<file path="config.mk">
export PLATFORM = sky130hd
export DESIGN_NAME = uart_tx_scheduler
export DESIGN_NICKNAME = d
export VERILOG_FILES = /design/src/rtl/uart_tx_scheduler.sv
export SDC_FILE = /design/constraint.sdc
export NUM_CORES = 1
export LEC_CHECK = 0
export CORE_AREA = 4 4 128 69
export DETAILED_ROUTE_END_ITERATION = 10
export DIE_AREA = 0 0 132 73
export GPL_TIMING_DRIVEN = 0
export SETUP_SLACK_MARGIN = 0.2
export SKIP_LAST_GASP = 1
export SLEW_MARGIN = 40
export SYNTH_ARGS = -nofsm -noshare
export SYNTH_HDL_FRONTEND = slang
export SYNTH_SLANG_ARGS = --single-unit
export TNS_END_PERCENT = 30
</file>
<file path="constraint.sdc">
create_clock -name clk -period 3.3 [get_ports clk]
set_clock_uncertainty 0.2 [all_clocks]
set_input_delay 0.66 -clock clk [delete_from_list [all_inputs] [get_ports clk]]
set_output_delay 0.66 -clock clk [all_outputs]
set_load 0.01 [all_outputs]
</file>
<file path="src/rtl/uart_tx_scheduler.sv">
// Shares one UART transmitter between register responses, RR-period reports and
// event flags. Sources are buffered, arbitrated only between frames, and fed out byte by byte.
module uart_tx_scheduler #(
  parameter logic [7:0] RR_HDR     = 8'hA5,
  parameter logic [3:0] EVT_PREFIX = 4'hE,
  parameter int         GAP_CYCLES = 16
) (
  input  logic        clk,
  input  logic        rst_n,
  input  logic        rsp_valid,
  input  logic [7:0]  rsp_data,
  output logic        rsp_ready,
  input  logic        rr_valid,
  input  logic [10:0] rr_period,
  input  logic [3:0]  evt_req,
  input  logic        tx_busy,
  output logic [7:0]  tx_data,
  output logic        tx_data_valid,
  input  logic        rr_ovr_clr,
  output logic        rr_overrun,
  output logic        idle
);

  typedef enum logic [1:0] {S_IDLE, S_ISSUE, S_WAIT_DONE, S_GAP} state_t;

  state_t      r_state, w_next;
  logic        r_rsp_pend;
  logic [7:0]  r_rsp_buf;
  logic        r_rr_pend;
  logic [10:0] r_rr_buf;
  logic [3:0]  r_pend_mask;
  logic [23:0] r_shift;
  logic [1:0]  r_len;
  logic [7:0]  r_gap_cnt;
  logic        r_overrun;

  logic        w_idle_st, w_sel_rsp, w_sel_rr, w_sel_evt, w_more, w_gap_done;
  logic [3:0]  w_evt_oh;

  assign w_idle_st  = (r_state == S_IDLE);
  assign w_sel_rsp  = w_idle_st & r_rsp_pend;
  assign w_sel_rr   = w_idle_st & ~r_rsp_pend & r_rr_pend;
  assign w_sel_evt  = w_idle_st & ~r_rsp_pend & ~r_rr_pend & (|r_pend_mask);
  // Isolate the lowest pending event bit
  assign w_evt_oh   = r_pend_mask & (~r_pend_mask + 4'd1);
  assign w_more     = (r_len > 2'd1);
  assign w_gap_done = (r_state == S_GAP) && (r_gap_cnt == 8'd0);

  always_ff @(posedge clk or negedge rst_n) begin
    if (!rst_n) r_state <= S_IDLE;
    else        r_state <= w_next;
  end

  always_comb begin
    w_next        = r_state;
    tx_data_valid = 1'b0;
    case (r_state)
      S_IDLE:      if (w_sel_rsp | w_sel_rr | w_sel_evt) w_next = S_ISSUE;
      S_ISSUE: begin
        tx_data_valid = 1'b1;
        if (tx_busy) w_next = S_WAIT_DONE;
      end
      S_WAIT_DONE: if (!tx_busy) w_next = S_GAP;
      S_GAP:       if (r_gap_cnt == 8'd0) w_next = w_more ? S_ISSUE : S_IDLE;
      default:     w_next = S_IDLE;
    endcase
  end

  always_ff @(posedge clk or negedge rst_n) begin
    if (!rst_n) begin
      r_rsp_pend  <= 1'b0;
      r_rsp_buf   <= 8'h00;
      r_rr_pend   <= 1'b0;
      r_rr_buf    <= 11'h000;
      r_pend_mask <= 4'h0;
      r_shift     <= 24'h0;
      r_len       <= 2'd0;
      r_gap_cnt   <= 8'd0;
      r_overrun   <= 1'b0;
    end else begin
      if (w_sel_rsp) r_rsp_pend <= 1'b0;
      else if (rsp_valid && !r_rsp_pend) begin
        r_rsp_pend <= 1'b1;
        r_rsp_buf  <= rsp_data;
      end

      // A new report arriving on the selection cycle simply pends again
      if (rr_valid) begin
        r_rr_buf  <= rr_period;
        r_rr_pend <= 1'b1;
      end else if (w_sel_rr) r_rr_pend <= 1'b0;

      if (rr_valid && r_rr_pend && !w_sel_rr) r_overrun <= 1'b1;
      else if (rr_ovr_clr)                    r_overrun <= 1'b0;

      r_pend_mask <= (r_pend_mask & ~(w_sel_evt ? w_evt_oh : 4'h0)) | evt_req;

      if (w_sel_rsp) begin
        r_shift <= {r_rsp_buf, 16'h0};
        r_len   <= 2'd1;
      end else if (w_sel_rr) begin
        r_shift <= {RR_HDR, 5'b0, r_rr_buf[10:8], r_rr_buf[7:0]};
        r_len   <= 2'd3;
      end else if (w_sel_evt) begin
        r_shift <= {EVT_PREFIX, w_evt_oh, 16'h0};
        r_len   <= 2'd1;
      end else if (w_gap_done) begin
        if (w_more) r_shift <= {r_shift[15:0], 8'h00};
        r_len <= r_len - 2'd1;
      end

      if (r_state == S_WAIT_DONE && !tx_busy) r_gap_cnt <= 8'(GAP_CYCLES);
      else if (r_state == S_GAP && r_gap_cnt != 8'd0) r_gap_cnt <= r_gap_cnt - 8'd1;
    end
  end

  assign tx_data    = r_shift[23:16];
  assign rsp_ready  = ~r_rsp_pend;
  assign rr_overrun = r_overrun;
  assign idle       = w_idle_st & ~r_rsp_pend & ~r_rr_pend & (r_pend_mask == 4'h0);

endmodule

</file>
# Word level (Yosys, flattened, before mapping)
# Cells that the tools add are included.
[op_classes]
add_sub_neg = 3
order_cmp = 1
eq_ne = 7
n_mux = 25
n_bitwise = 16
reduce_logical = 23
[op_table]
columns = ["op", "n"]
rows = [
  ["24-bit 2-to-1 mux", 5],
  ["2-bit 2-to-1 mux", 8],
  ["8-bit 2-to-1 mux", 2],
  ["4-bit AND", 2],
  ["8-bit logical NOT", 1],
  ["1-bit 2-to-1 mux", 8],
  ["4-bit inverter", 2],
  ["2-bit one-hot mux with 4 select lines", 1],
  ["2-bit nonzero test", 4],
  ["4-bit nonzero test", 2],
  ["8-bit nonzero test", 1],
  ["8-bit by 1-bit subtractor with 8-bit output, second input constant", 1],
  ["1-bit AND", 6],
  ["1-bit logical AND", 6],
  ["4-bit by 1-bit adder with 4-bit output, second input constant", 1],
  ["2-bit equality test, second input constant", 2],
  ["4-bit logical NOT", 1],
  ["4-bit 2-to-1 mux", 1],
  ["2-bit by 1-bit inequality test with 1-bit output, second input constant", 2],
  ["2-bit inequality test, second input constant", 2],
  ["4-bit bitwise OR", 1],
  ["2-bit AND reduction", 2],
  ["4-bit AND reduction", 1],
  ["4-bit OR reduction", 1],
  ["other kinds (7)", 12],
]
[totals]
reg_bits = 62
out_inout_bits = 12

# Longest topological paths before layout
# Gate-level depths: netlist of the first run.
[logic_depth]
word_depth = 8
mapped_depth = 8

# Worst setup path after synthesis of the first run
# Ideal clock, no wire load.
[synth_timing]
kind = "register to register"
start = "reg r_gap_cnt[0]"
end = "reg r_shift[10]"
setup_time_ps = 125
t_arrival_ps = 2033
t_required_ps = 2975
path_slack_ps = 942
stages_incl_launch_ff = 9
n_path_buf = 2
period_less_slack_ps = 2358
path_cell_list = "dfrtp_1 -> inv_1 -> ha_1 -> or3b_1 -> clkbuf_1 -> or3_1 -> buf_6 -> nand2_8 -> mux2_4"
[synth_between]
elab_chain_len = 4
[synth_rtl]
columns = ["element", "line", "rtl"]
rows = [
  ["start: declaration", "34", "logic [7:0] r_gap_cnt;"],
  ["start signal: assignment", "112", "if (r_state == S_WAIT_DONE && !tx_busy) r_gap_cnt <= 8'(GAP_CYCLES);"],
  ["start signal: assignment", "113", "else if (r_state == S_GAP && r_gap_cnt != 8'd0) r_gap_cnt <= r_gap_cnt - 8'd1;"],
  ["8-bit logical NOT", "47", "assign w_gap_done = (r_state == S_GAP) && (r_gap_cnt == 8'd0);"],
  ["1-bit logical AND", "47", ""],
  ["4-bit nonzero test (no line)", "-", ""],
  ["2-bit AND reduction (no line)", "-", ""],
  ["end signal: assignment", "99", "r_shift <= {r_rsp_buf, 16'h0};"],
  ["end signal: assignment", "102", "r_shift <= {RR_HDR, 5'b0, r_rr_buf[10:8], r_rr_buf[7:0]};"],
  ["end signal: assignment", "105", "r_shift <= {EVT_PREFIX, w_evt_oh, 16'h0};"],
  ["end: declaration", "32", "logic [23:0] r_shift;"],
]
# Every way passes these cells.
# A chain may end at the register's enable or synchronous reset.

# Worst setup path in the final report of the first run
[layout_timing]
start = "reg r_pend_mask[1]"
end = "out idle"
[layout_between]
elab_chain_len = 2
[layout_rtl]
columns = ["element", "line", "rtl"]
rows = [
  ["start: declaration", "31", "logic [3:0] r_pend_mask;"],
  ["start signal: assignment", "96", "r_pend_mask <= (r_pend_mask & ~(w_sel_evt ? w_evt_oh : 4'h0)) | evt_req;"],
  ["4-bit logical NOT", "120", "assign idle = w_idle_st & ~r_rsp_pend & ~r_rr_pend & (r_pend_mask == 4'h0);"],
  ["1-bit AND", "120", ""],
  ["end: declaration", "21", "output logic idle"],
]
# Every way passes these cells.

==> results of run 1 <==
-- state kept, by name, indices dropped and copies added, names as in the netlist --
register / cells
r_rsp_buf: 8
r_rsp_pend: 1
r_state: 2
r_gap_cnt: 8
rr_overrun: 1
r_len: 2
r_rr_pend: 1
r_pend_mask: 4
r_rr_buf: 11
r_shift: 24
-- layout make-up --
class / instances / area, µm² / area share
multi-input cells: 168 / 1331 / 0.3408
repair buffers: 41 / 420.4 / 0.1076
inverters: 11 / 41.29 / 0.01057
clock inverters: 5 / 81.33 / 0.02082
clock buffers: 11 / 252.7 / 0.06470
well taps: 100 / 125.1 / 0.03203
plain buffers: 17 / 102.6 / 0.02627
flip-flops and latches: 62 / 1551 / 0.3972
-- power groups by stage --
stage	clock [mW]	sequential [mW]	combinational, mW
floorplan	0	1.17	0.941
global placement	0	1.23	1.27
detailed placement	0	1.23	1.30
CTS	1.05	1.23	1.32
global route	1.09	1.27	1.46
finish	1.04	1.23	1.32
-- worst max-delay path: stages, from the launching register on --
cell and delay [ns]:
sky130_fd_sc_hd__dfrtp_1 0.45, sky130_fd_sc_hd__or4_4 0.63, sky130_fd_sc_hd__nor3_4 0.20, sky130_fd_sc_hd__dlymetal6s2s_1 0.19
-- logic make-up (layout without fill, tap and decap cells) --
logic type / Yosys count / after routing / synth area share
AOI/OAI and AO/OA: 59 / 59 / 0.1430
buffers and inverters: 28 / 85 / 0.04795
adders and majority gates: 8 / 8 / 0.03336
and+or+nand+nor: 67 / 67 / 0.1318
DFF: 62 / 62 / 0.5171
xor gates and xnor gates: 6 / 6 / 0.01751
muxes: 28 / 28 / 0.1093
-- layout by cell type, fill, tap and decap left out, types with 3 or more instances in the layout --
master                            synthesis  routed
sky130_fd_sc_hd__a31oi_1                  4       4
sky130_fd_sc_hd__nand3_1                  5       5
sky130_fd_sc_hd__a22o_1                   8       8
sky130_fd_sc_hd__clkbuf_16                0       9
sky130_fd_sc_hd__a21oi_1                 12      12
sky130_fd_sc_hd__inv_1                   11      11
sky130_fd_sc_hd__nand2b_1                 4       3
sky130_fd_sc_hd__nand2_1                 16      16
sky130_fd_sc_hd__nor2_1                  13      13
sky130_fd_sc_hd__nor3b_1                  3       3
sky130_fd_sc_hd__clkdlybuf4s50_1          0      38
sky130_fd_sc_hd__mux2_4                   4       4
sky130_fd_sc_hd__xor2_1                   4       4
sky130_fd_sc_hd__a21o_1                   3       3
sky130_fd_sc_hd__mux2_2                  21      21
sky130_fd_sc_hd__clkbuf_1                 6       6
sky130_fd_sc_hd__dfrtp_1                 62      62
sky130_fd_sc_hd__ha_1                     8       7
sky130_fd_sc_hd__o2bb2ai_1                5       5
sky130_fd_sc_hd__o21ai_0                  7       7
sky130_fd_sc_hd__a2bb2oi_1                5       5
sky130_fd_sc_hd__buf_4                    8       9
sky130_fd_sc_hd__and3_1                   3       3
-- per-layer routing --
layer / vias to the layer above / wire length [µm] / track usage
met4: 0 / 82 / 0.05239
met3: 10 / 337 / 0.05096
met1: 986 / 3877 / 0.2379
li1: 1042 / - / -
met5: - / 0 / 0
met2: 54 / 2301 / 0.1680
-- how the worst min path moves through the flow --
stage | to | slack (ns) | cells past startpoint
finish | r_state[0]$_DFFE_PN0P_ | 0.08 | 1
global route | r_state[0]$_DFFE_PN0P_ | 0.11 | 1
CTS | rr_overrun$_DFFE_PN0P_ | 0.08 | 1
detailed placement | r_shift[23]$_DFFE_PN0P_ | 0.28 | 1
global placement | r_shift[6]$_DFFE_PN0P_ | 0.27 | 1
floorplan | r_gap_cnt[0]$_DFFE_PN0P_ | 0.16 | 0
-- what timing repair did --
item                                   in CTS  in global routing
endpoints found under the hold margin       0                  0
setup endpoints to repair                   1                  1
buffers inserted                            0                  0
hold buffers                                0                  0
resized for setup                           4                  2
==> flow_summary.json, run 1 <==
{
  "synth_most_common_cell": "sky130_fd_sc_hd__dfrtp_1",
  "final.hold.worst_slack_ns": 0.07860,
  "power.share.combinational": 0.369,
  "initial_core_util": 0.3876,
  "ys_seq_area_frac": 0.5171,
  "ys_seq_elements": 62,
  "yosysTopAreaCell": "sky130_fd_sc_hd__dfrtp_1",
  "drcViolationCount": 0,
  "avgSynthCellArea_um2": 11.63,
  "drive_above_1_share": 0.2063,
  "synth_edf_count": 0,
  "fin_total_pwr_mw": 3.592,
  "status": "finished clean",
  "grt_usage": 0.1463,
  "post_synth_inst_count": 258,
  "finalNonFillerCells": 415,
  "r2r_end": "r_shift[16]$_DFFE_PN0P_",
  "ctsRootBufferMaster": "sky130_fd_sc_hd__clkbuf_16",
  "grt-ovfl-total": 0,
  "rsz0062_at_grt": "no",
  "pre_cts_slack_ns": 0.2356,
  "std_cell_rows": 23,
  "postLayoutSetupSlackWorst_ns": 0.6469,
  "setup.worst_path.start_class": "register",
  "period_share": 0.8040,
  "vdd_ir_drop_max_uv": 363.1,
  "antenna_violating_nets_post_route": 0,
  "power-per-cell-area_nw_per_um2": 919.6,
  "worstSetupEndpointType": "output pin",
  "cts_buffer_depth": 2,
  "drt_iter0_drc": 161,
  "grt_pass1_vias": 2037,
  "portBuffers": 40,
  "worst_hold_path_type": "primary input to asynchronous set/reset pin",
  "timing.final.hold_violations": 0,
  "worst_skew_pair.late_latency_ns": 0.33,
  "syn2layout_area_growth_pct": 30.19,
  "grt_max_degree": 35,
  "path_depth_of_the_worst_reg2reg_path": 8,
  "gp_routability_congestion": 0.7577,
  "vias": 2092,
  "r2r-start": "r_gap_cnt[0]$_DFFE_PN0P_",
  "clkPwrFrac": 0.289,
  "fmaxAchievable_mhz": 376.9,
  "total_leakage_power_nw": 1.672,
  "tritoncts": "done",
  "critical_path.startpoint": "r_pend_mask[1]$_DFF_PN0_",
  "internal-power_mw": 2.409,
  "die_x_um": 132,
  "final_report_setup_violation_count": 0,
  "worstSetupEndpoint": "idle",
  "max_slew_margin": 0.5482,
  "antenna_violations_before_repair": 0,
  "maxCapViolCount": 0,
  "final.setup.tns_ns": 0,
  "seq_power_share": 0.342,
  "vias_per_cell": 5.041,
  "critPathMaxFanout": 7,
  "yosysUniqueCellTypes": 55,
  "antennaDiodeCount": 0,
  "synthesis.area_um2": 3000,
  "final_cell_area_um2": 3906,
  "cts_num_sinks": 62,
  "finish.net_count": 347,
  "grt_first_pass_wirelength_mm": 10.87,
  "sw_frac_of_total": 0.3295,
  "async_flop_share": 1.000,
  "detail_route.wirelength_mm": 6.599,
  "synth_common_cells": "62 x sky130_fd_sc_hd__dfrtp_1, 21 x sky130_fd_sc_hd__mux2_2, 16 x sky130_fd_sc_hd__nand2_1, 13 x sky130_fd_sc_hd__nor2_1, 12 x sky130_fd_sc_hd__a21oi_1",
  "startpoint_to_endpoint_class_of_the_critical_path": "register to output pin",
  "yosysTopAreaCellShare": 0.5171,
  "fillCellCount": 694,
  "die_h_um": 73,
  "critPathArrivalTime_ns": 1.79,
  "placeableCoreArea_um2": 7741,
  "htree_levels": 3,
  "finalWorstPathRequiredPeriod_ns": 2.653,
  "avgRoutedWirePerCell_um": 15.90,
  "detailedRoute.firstPassIterationCount": 4,
  "dp_hpwl_mm": 4.731,
  "max_slew.worst_pin.slew_ns": 0.6722,
  "placed_cells_incl_taps": 399,
  "switchingPower_mw": 1.184,
  "pins_over_slew_limit": 0,
  "synthesis.yosys.warnings": 0,
  "cp_data_required_time_ns": 2.44,
  "mappedNetlistNets": 295,
  "worst-r2r-setup-slack_ns": 0.77,
  "fp.dieArea_um2": 9636,
  "io_pins": 41,
  "number_of_buffers_created_by_cts": 9,
  "clk_pin_slew_ns": 0.05,
  "finalCoreUtilization": 0.5046,
  "synth_ff_type": "sky130_fd_sc_hd__dfrtp_1",
  "postPlaceCellArea_um2": 3543,
  "synth_top_cells_by_area": "sky130_fd_sc_hd__dfrtp_1 52%, sky130_fd_sc_hd__mux2_2 7.9%, sky130_fd_sc_hd__ha_1 3.3%"
}
No activity file was read; power rests on OpenSTA's default activity.
==> run 2: changes to the inputs <==
- clock period: 3.3 -> 2.2 ns (I/O delays scaled with it)
==> flow_summary.json, run 2 (synthesized netlist as in run 1, its figures left out) <==
{
  "period_share": 1.060,
  "vdd_ir_drop_max_uv": 512.1,
  "rsz0062_at_grt": "yes",
  "postLayoutSetupSlackWorst_ns": -0.1317,
  "grt_usage": 0.1613,
  "worst-path-buf-inv": 9,
  "grt-ovfl-total": 0,
  "fp.dieArea_um2": 9636,
  "io_pins": 41,
  "maxCapViolCount": 0,
  "finish.net_count": 372,
  "syn2layout_area_growth_pct": 39.91,
  "die_x_um": 132,
  "finalCoreUtilization": 0.5423,
  "finalWorstPathRequiredPeriod_ns": 2.332,
  "drive_above_1_share": 0.3088,
  "critPathArrivalTime_ns": 2.35,
  "grt_pass1_vias": 2217,
  "htree_levels": 3,
  "die_h_um": 73,
  "antenna_violations_before_repair": 0,
  "gp_routability_congestion": 0.7480,
  "fin_total_pwr_mw": 5.716,
  "critical_path.slowest_cell": "sky130_fd_sc_hd__dfrtp_1",
  "power-per-cell-area_nw_per_um2": 1362,
  "top_sig_layer": "met4",
  "cts_buffer_depth": 2,
  "fmaxAchievable_mhz": 428.9,
  "timing.final.hold_violations": 0,
  "initial_core_util": 0.3876,
  "pins_over_slew_limit": 0,
  "critPathMaxFanout": 2,
  "final.hold.worst_slack_ns": 0.2906,
  "total_leakage_power_nw": 1.798,
  "max_slew_margin": 0.6067,
  "wl_met3_um": 439,
  "pre_cts_slack_ns": -0.6585,
  "critical_path.startpoint": "r_gap_cnt[1]$_DFFE_PN0P_",
  "r2r-start": "r_gap_cnt[1]$_DFFE_PN0P_",
  "antennaDiodeCount": 0,
  "startpoint_to_endpoint_class_of_the_critical_path": "register to register",
  "crit_path_frequent_cell": "sky130_fd_sc_hd__buf_4",
  "final_report_setup_violation_count": 20,
  "min_from": "r_rr_buf[6]$_DFFE_PN0P_",
  "ctsRootBufferMaster": "sky130_fd_sc_hd__clkbuf_16",
  "cts_num_sinks": 62,
  "detail_route.wirelength.met1_mm": 3.856,
  "worst_skew_pair.late_latency_ns": 0.33,
  "vias": 2201,
  "largest_register_ffs": 24,
  "detailedRoute.firstPassIterationCount": 4,
  "antenna_violating_nets_post_route": 0,
  "layout.cells.most_common": "sky130_fd_sc_hd__dfrtp_1",
  "cp_data_required_time_ns": 2.22,
  "top_regs": "r_shift (24), r_rr_buf (11)",
  "grt_first_pass_wirelength_mm": 11.82,
  "top_register": "r_shift",
  "vias_per_cell": 5.002,
  "violations_in_the_final_reports": "negative setup slack",
  "std_cell_rows": 23,
  "drt_iter0_drc": 82,
  "number_of_buffers_created_by_cts": 9,
  "tritoncts": "done",
  "final_cell_mix": "62 x sky130_fd_sc_hd__dfrtp_1, 38 x sky130_fd_sc_hd__clkdlybuf4s50_1, 29 x sky130_fd_sc_hd__buf_4",
  "placeableCoreArea_um2": 7741,
  "dp_hpwl_mm": 4.796,
  "avgRoutedWirePerCell_um": 16.07,
  "fillCellCount": 666,
  "detail_route.wirelength_mm": 7.069,
  "worstPathCellList": "inv_2 -> buf_4 -> buf_4 -> buf_4 -> buf_4 -> buf_4 -> buf_4 -> buf_4 -> buf_6 -> ha_4 -> nand3b_1 -> a211oi_2 -> xnor2_1 -> nand2_1",
  "met2RoutedLength_mm": 2.658,
  "worst_hold_path_type": "register to register",
  "grt_max_degree": 37,
  "worstSetupEndpointType": "register",
  "max_slew.worst_pin.slew_ns": 0.5846,
  "status": "finished, violations left",
  "cpPeakStageDelay_ns": 0.37,
  "setup.worst_path.start_class": "register",
  "portBuffers": 40,
  "drcViolationCount": 0,
  "clk_pin_slew_ns": 0.05,
  "cp_top_family": "buffers and inverters"
}
run 2: metrics by stage:
step	setup TNS (ns)	instances	instance area, µm²
global placement	-101.69	398	3550
CTS	-1.541	438	4083
global route	-3.316	440	4198
detailed placement	-4.044	399	3567
finish	-1.383	440	4198
floorplan	-0.3430	258	3024
run 2: where the power goes:
part | internal [mW] | switching, mW | total [mW]
Sequential | 1.53 | 0.333 | 1.86
Clock | 0.906 | 0.504 | 1.41
Combinational | 1.36 | 1.09 | 2.44
Total | 3.79 | 1.92 | 5.72
run 2: worst paths after layout:
check	to	cells after the start	slack, ns
max in group asynchronous	r_rsp_buf[5]$_DFFE_PN0P_	3	0.93
max reg2reg	r_gap_cnt[4]$_DFFE_PN0P_	14	-0.13
max	r_gap_cnt[4]$_DFFE_PN0P_	14	-0.13
min	r_shift[6]$_DFFE_PN0P_	1	0.29
min reg2reg	r_shift[6]$_DFFE_PN0P_	1	0.29
min in group asynchronous	rr_overrun$_DFFE_PN0P_	2	0.36
run 2: per-layer routing:
layer	up-vias	GRT usage
met1	1043	0.2461
met3	13	0.06061
met4	0	0.05937
met2	61	0.2015
li1	1084	-
met5	-	0
run 2: layout make-up:
| class | instances | area [µm²] | share of cell area |
|---|---|---|---|
| flip-flops and latches | 62 | 1551 | 0.3696 |
| clock buffers | 11 | 242.7 | 0.05782 |
| multi-input cells | 168 | 1431 | 0.3410 |
| clock inverters | 5 | 58.81 | 0.01401 |
| plain buffers | 17 | 120.1 | 0.02861 |
| repair buffers | 66 | 626.9 | 0.1493 |
| inverters | 11 | 41.29 | 0.009836 |
| well taps | 100 | 125.1 | 0.02981 |
run 2: repair_timing:
action                                 in CTS  in global routing
pin swaps                                   5                 10
buffers inserted                           22                  1
resized for setup                          13                 21
cloned                                      0                  1
setup endpoints to repair                  33                 43
hold buffers                                1                  0
endpoints found under the hold margin      26                  0
